`src/rtl/bcd_pkg.sv`:
```
// ============================================================================
// Module : bcd_pkg
// Brief  : Shared BCD digit type, digit limits and the to_bcd elaboration helper.
// Rev    : 1.0  initial release
// ============================================================================
`default_nettype none

package bcd_pkg;

  typedef logic [3:0] bcd_digit_t;

  localparam bcd_digit_t BCD_MAX_DIGIT = 4'd9;
  localparam bcd_digit_t BCD_MIN_DIGIT = 4'd0;
  localparam int         BCD_MAX_DIGITS = 16;

  // Packed BCD image of a non-negative integer, units digit in bits [3:0].
  function automatic logic [4*BCD_MAX_DIGITS-1:0] to_bcd(input int value, input int digits);
    logic [4*BCD_MAX_DIGITS-1:0] img;
    int v;
    img = '0;
    v   = value;
    for (int i = 0; i < BCD_MAX_DIGITS; i++) begin
      if (i < digits) begin
        img[i*4 +: 4] = 4'(v % 10);
        v = v / 10;
      end
    end
    return img;
  endfunction

endpackage

`default_nettype wire

```
`src/rtl/bcd_digit.sv`:
```
// ============================================================================
// Module : bcd_digit
// Brief  : Combinational single-digit BCD increment/decrement stage.
// Rev    : 1.0  initial release
// ============================================================================
`default_nettype none

module bcd_digit
  import bcd_pkg::*;
(
  input  bcd_digit_t d,
  input  logic       en,
  input  logic       up,
  output bcd_digit_t d_next,
  output logic       carry,
  output logic       borrow
);

  always_comb begin
    d_next = d;
    carry  = 1'b0;
    borrow = 1'b0;
    if (en) begin
      if (up) begin
        if (d >= BCD_MAX_DIGIT) begin
          d_next = BCD_MIN_DIGIT;
          carry  = 1'b1;
        end else begin
          d_next = d + 4'd1;
        end
      end else begin
        if (d == BCD_MIN_DIGIT) begin
          d_next = BCD_MAX_DIGIT;
          borrow = 1'b1;
        end else begin
          d_next = d - 4'd1;
        end
      end
    end
  end

endmodule

`default_nettype wire

```
`src/rtl/bcd_updown_counter.sv`:
```
// ============================================================================
// Module : bcd_updown_counter
// Brief  : Multi-digit BCD up/down occupancy counter with full/empty flags and
//          ovf/unf rejection pulses. BCD_COUNTER_WRAP_EN selects wrap-around
//          on rejected steps; otherwise the count saturates.
// Rev    : 1.0  initial release
// ============================================================================
`default_nettype none

module bcd_updown_counter
  import bcd_pkg::*;
#(
  parameter int N_DIGITS  = 2,
  parameter int MAX_COUNT = 99
) (
  input  logic                  clk,
  input  logic                  reset,
  input  logic                  clr,
  input  logic                  tick,
  input  logic                  sign,
  output logic [4*N_DIGITS-1:0] count,
  output logic                  full,
  output logic                  empty,
  output logic                  ovf,
  output logic                  unf
);

  localparam int                      c_w          = 4*N_DIGITS;
  localparam longint                  c_pow        = 64'd10 ** N_DIGITS;
  localparam logic [4*BCD_MAX_DIGITS-1:0] c_max_img = to_bcd(MAX_COUNT, N_DIGITS);
  localparam logic [c_w-1:0]          c_max_bcd    = c_max_img[c_w-1:0];

  if (N_DIGITS < 1 || N_DIGITS > BCD_MAX_DIGITS || MAX_COUNT < 1 ||
      longint'(MAX_COUNT) >= c_pow) begin : g_bad_params
    $error("bcd_updown_counter: MAX_COUNT must lie in 1 .. 10**N_DIGITS-1");
  end

  logic [c_w-1:0]      r_count;
  logic                r_full;
  logic                r_empty;
  logic                r_ovf;
  logic                r_unf;

  logic                w_step;
  logic [N_DIGITS-1:0] w_en;
  logic [N_DIGITS-1:0] w_carry;
  logic [N_DIGITS-1:0] w_borrow;
  logic [c_w-1:0]      w_stepped;
  logic [c_w-1:0]      w_next;
  logic                w_ovf;
  logic                w_unf;
  logic                w_unused_msd_ripple;

  assign w_step = tick & (sign ? ~r_full : ~r_empty);

  // Carry/borrow ripples through every digit in the same cycle.
  for (genvar i = 0; i < N_DIGITS; i++) begin : g_digits
    if (i == 0) begin : g_first
      assign w_en[i] = w_step;
    end else begin : g_rest
      assign w_en[i] = w_carry[i-1] | w_borrow[i-1];
    end
    bcd_digit u_digit (
      .d      (r_count[4*i +: 4]),
      .en     (w_en[i]),
      .up     (sign),
      .d_next (w_stepped[4*i +: 4]),
      .carry  (w_carry[i]),
      .borrow (w_borrow[i])
    );
  end

  // The top digit never ripples out: full/empty gating stops it first.
  assign w_unused_msd_ripple = w_carry[N_DIGITS-1] | w_borrow[N_DIGITS-1];

  always_comb begin
    w_next = r_count;
    w_ovf  = 1'b0;
    w_unf  = 1'b0;
    if (tick) begin
      if (sign && r_full) begin
        w_ovf = 1'b1;
`ifdef BCD_COUNTER_WRAP_EN
        w_next = '0;
`else
        w_next = r_count;
`endif
      end else if (!sign && r_empty) begin
        w_unf = 1'b1;
`ifdef BCD_COUNTER_WRAP_EN
        w_next = c_max_bcd;
`else
        w_next = r_count;
`endif
      end else begin
        w_next = w_stepped;
      end
    end
  end

  always_ff @(posedge clk) begin
    if (reset || clr) begin
      r_count <= '0;
      r_full  <= 1'b0;
      r_empty <= 1'b1;
      r_ovf   <= 1'b0;
      r_unf   <= 1'b0;
    end else begin
      r_count <= w_next;
      r_full  <= (w_next == c_max_bcd);
      r_empty <= (w_next == '0);
      r_ovf   <= w_ovf;
      r_unf   <= w_unf;
    end
  end

  assign count = r_count;
  assign full  = r_full;
  assign empty = r_empty;
  assign ovf   = r_ovf;
  assign unf   = r_unf;

endmodule

`default_nettype wire
```
`config.mk`:
```
export PLATFORM = sky130hd
export DESIGN_NAME = bcd_updown_counter
export DESIGN_NICKNAME = d
export VERILOG_FILES = /design/src/rtl/bcd_pkg.sv /design/src/rtl/bcd_digit.sv /design/src/rtl/bcd_updown_counter.sv
export SDC_FILE = /design/constraint.sdc
export NUM_CORES = 1
export LEC_CHECK = 0
export ABC_AREA = 1
export BUFFER_PORTS_ARGS = -buffer_cell sky130_fd_sc_hd__clkbuf_2
export CAP_MARGIN = 20
export CORE_ASPECT_RATIO = 0.8
export CORE_UTILIZATION = 57
export CTS_BUF_LIST = sky130_fd_sc_hd__clkbuf_4 sky130_fd_sc_hd__clkbuf_8
export DETAILED_ROUTE_END_ITERATION = 10
export GPL_TIMING_DRIVEN = 0
export HOLD_SLACK_MARGIN = 0.06
export PLACE_DENSITY = 0.81
export SLEW_MARGIN = 10
export SYNTH_ARGS = -nofsm -noshare
export SYNTH_HDL_FRONTEND = slang
export SYNTH_SLANG_ARGS = --single-unit
```
`constraint.sdc`:
```
create_clock -name clk -period 1.93 [get_ports clk]
set_input_delay 0.0965 -clock clk [delete_from_list [all_inputs] [get_ports clk]]
set_output_delay 0.0965 -clock clk [all_outputs]
set_load 0.02 [all_outputs]
```
==> impl_metrics.csv <==
group,metric,value,unit
route,wirelength,2.101,mm
global_route,antenna_found_initial,0,
setup_path,cp.arrival,1.94,ns
cts,cts-root-buf,"clkbuf_4",
route,via_per_inst,5.131,
route,vias,980,
synthesis,synth_ff_type,"dfxtp_1",
timing,max_freq,0.5832,GHz
setup_path,start_kind,"register",
setup_path,crit_path_frequent_cell,"nand2_1",
finish,syn_to_final_growth,17.18,%
setup_path,crit_start,"count[4]",
placement,hpwlAfterDp,1.639,mm
setup_path,max_stage_delay,0.44,ns
synthesis,synth_edf_count,0,
route,drt-initial-drc-count,26,
global_route,grt_first_pass_wirelength,3.408,mm
synthesis,synth.distinct_cells,27,
job,max_cap_violations,0,
timing,setup_ws,0.2154,ns
setup_path,end_kind,"register",
placement,port-buffer-count,16,
synthesis,yosysWarnings,0,
die,coreArea,1486,sq um
timing,hold_viol,0,
global_route,track_usage,26.13,%
power_and_ir_drop,cellLeakagePower,0.0006146,uW
die,io_pins,17,
die,initial_core_util,65.15,%
power_and_ir_drop,peakVddDrop,493.5,uV
timing,grt_setup_unrepaired,"false",
cts,clk_path_buf_depth,2,
run_status,status,"complete, no violations",
cts,h-tree-depth,1,
cts,cts_tree,"yes",
synthesis,async_reset_ff_share,0,%
finish,seq_area,241.5,sq um
setup_path,worstPathRequired,2.15,ns
finish,finalNetCount,183,
cts,numClockSinks,12,
finish,multiInputGateArea,633.1,sq um
placement,pre_cts_ws,0.1124,ns
placement,gp_routability_congestion,0.8974,
setup_path,path_class,"register to register",
setup_path,critPathMaxFanout,6,
timing,setup_viol,0,
die,core.rowCount,12,
synthesis,yosysSeqAreaShare,24.81,%
setup_path,reg2reg_from,"count[4]",
cts,insertion_delay,0.28,ns
setup_path,cp_slowest_cell,"dfxtp_1",
cts,post-cts-setup-buffers,0,
finish,antennaDiodeCount,0,
route,final_antenna_net_count,0,
route,drc_errors,0,
finish,fillers,118,
synthesis,synth_nets,160,
timing,finalClockSkew,0.005785,ns
finish,layout-drive-gt1-share,25.88,%
hold_path,hp-class,"input port to register",
synthesis,yosys_register_bits,12,
setup_path,crit_path_cell_trace,"inv_1 -> ha_1 -> nand3_1 -> nand2_1 -> nand2_1 -> nor2_1 -> nor2_1 -> nand2_1 -> nand2_1 -> nand2_1 -> nor2_1 -> nand2_1 -> nand2_1",
cts,numCtsBuffers,3,
timing,relSlewSlack,81.23,%
timing,finalCritPeriodShare,88.84,%
route,avgRoutedWirePerCell,11.00,microns
setup_path,crit_buf_inv,1,
timing,finalSetupTns,0,ns
synthesis,syn_inst,148,
timing,hold_slack,0.06794,ns
timing,post-route-min-period,1.715,ns
synthesis,synth_area_per_cell,6.543,sq um
die,die_x,48.09,microns
global_route,grt_pass1_vias,815,
timing,worst_pin_slew,0.2812,ns
die,die_height,38.87,microns
global_route,grt_max_degree,11,
cts,path_clk_slew,0.08,ns
finish,fin_cells,191,
route,firstDrtPassIters,4,
hold_path,min-delay-start,"tick",
setup_path,critPathTopFamily,"simple AND/OR/NAND/NOR gates",
global_route,grt-ovfl-total,0,
synthesis,synth_area,968.4,sq um
timing,finalMaxSlewViolations,0,
power_and_ir_drop,powerDensity,562.7,nW/um^2
placement,place_inst,185,
die,die_area,1869,sq um
-- synthesized netlist by cell type (2+ instances only) --
cell	count	area, sq um
nand2_1	41	153.9
inv_1	18	67.56
nor2_1	16	60.06
nand3_1	13	65.06
dfxtp_1	12	240.2
ha_1	7	87.58
nand2_2	6	37.54
nand4_1	4	25.02
nor2_2	4	25.02
a21oi_1	3	15.01
inv_2	2	7.510
nand2_4	2	22.52
nand3_2	2	20.02
o21ai_0	2	10.01
o21ai_1	2	10.01
xnor2_1	2	17.52
xor2_1	2	17.52
-- layout make-up --
cell class | instances | share of cell area (%)
multi-input combinational | 112 | 55.79
sequential | 12 | 21.28
timing repair buffer | 18 | 8.820
inverter | 22 | 7.497
clock buffer | 4 | 3.197
tap | 21 | 2.315
buffer | 2 | 1.103
-- final timing paths --
| check | cells after the start | end | slack [ns] |
|---|---|---|---|
| setup reg to reg | 13 | empty | 0.22 |
| setup / recovery | 13 | empty | 0.22 |
| hold / removal | 3 | ovf | 0.07 |
| hold reg to reg | 2 | unf | 0.49 |
-- cell families after synthesis --
logic type	after synthesis	synth area share, %
xor gates and xnor gates	4	3.618
AOI/OAI and AO/OA	8	4.522
and+or+nand+nor	93	47.93
adders and majority gates	7	9.044
buffers and inverters	24	10.08
DFF	12	24.81
-- what timing repair did --
item,in CTS,in global routing
hold buffers,2,0
resized for setup,0,2
endpoints found under the setup margin,0,2
endpoints found under the hold margin,1,0
-- cell usage in the layout (no fill, tap or decap), types with 2 or more instances in the layout --
| master | instances |
|---|---|
| clkbuf_4 | 3 |
| inv_1 | 18 |
| inv_2 | 2 |
| nor2_1 | 16 |
| dlygate4sd3_1 | 2 |
| clkbuf_2 | 16 |
| nand2_4 | 2 |
| dfxtp_1 | 11 |
| nand3_1 | 13 |
| ha_1 | 6 |
| nand3_2 | 2 |
| nor2_2 | 4 |
| xnor2_1 | 2 |
| nand2_2 | 6 |
| nand4_1 | 4 |
| nand2_1 | 41 |
| o21ai_1 | 2 |
| a21oi_1 | 3 |
| xor2_1 | 2 |
| o21ai_0 | 2 |
-- stage by stage --
stage | utilization, % | cell area [sq um] | power [uW]
5_1_grt | 76.35 | 1135 | 675.8
2_1_floorplan | - | 968.4 | 402.9
3_5_place_dp | 72.31 | 1075 | 440.1
4_1_cts | 76.09 | 1131 | 640.4
6_report | 76.35 | 1135 | 638.6
3_3_place_gp | 72.31 | 1075 | 434.3
-- worst reg2reg max path, delay by kind of cell, from the launching register on --
kind	cells	cell delay, ns
adders and majority gates	1	0.26
buffers and inverters	1	0.16
DFF	1	0.44
and+or+nand+nor	11	0.81
-- state kept, by name (all words and copies together) (netlist names) --
name   count
count      8
empty      1
full       1
ovf        1
unf        1
-- report_power, final --
group	switching (uW)	internal (uW)	leakage [uW]
clock network	83.1	115	0.0000210
registers	11.4	255	0.0000980
logic	110	63.7	0.000496
total	205	434	0.000615
-- metal layers --
layer / up-vias / wire, microns / global-route usage, %
met1: 440 / 1080 / 35.64
li1: 505 / - / -
met4: 0 / 46 / 12.50
met2: 30 / 887 / 39.86
met5: - / 0 / 0
met3: 5 / 86 / 3.271
No activity file was read; power rests on OpenSTA's default activity.
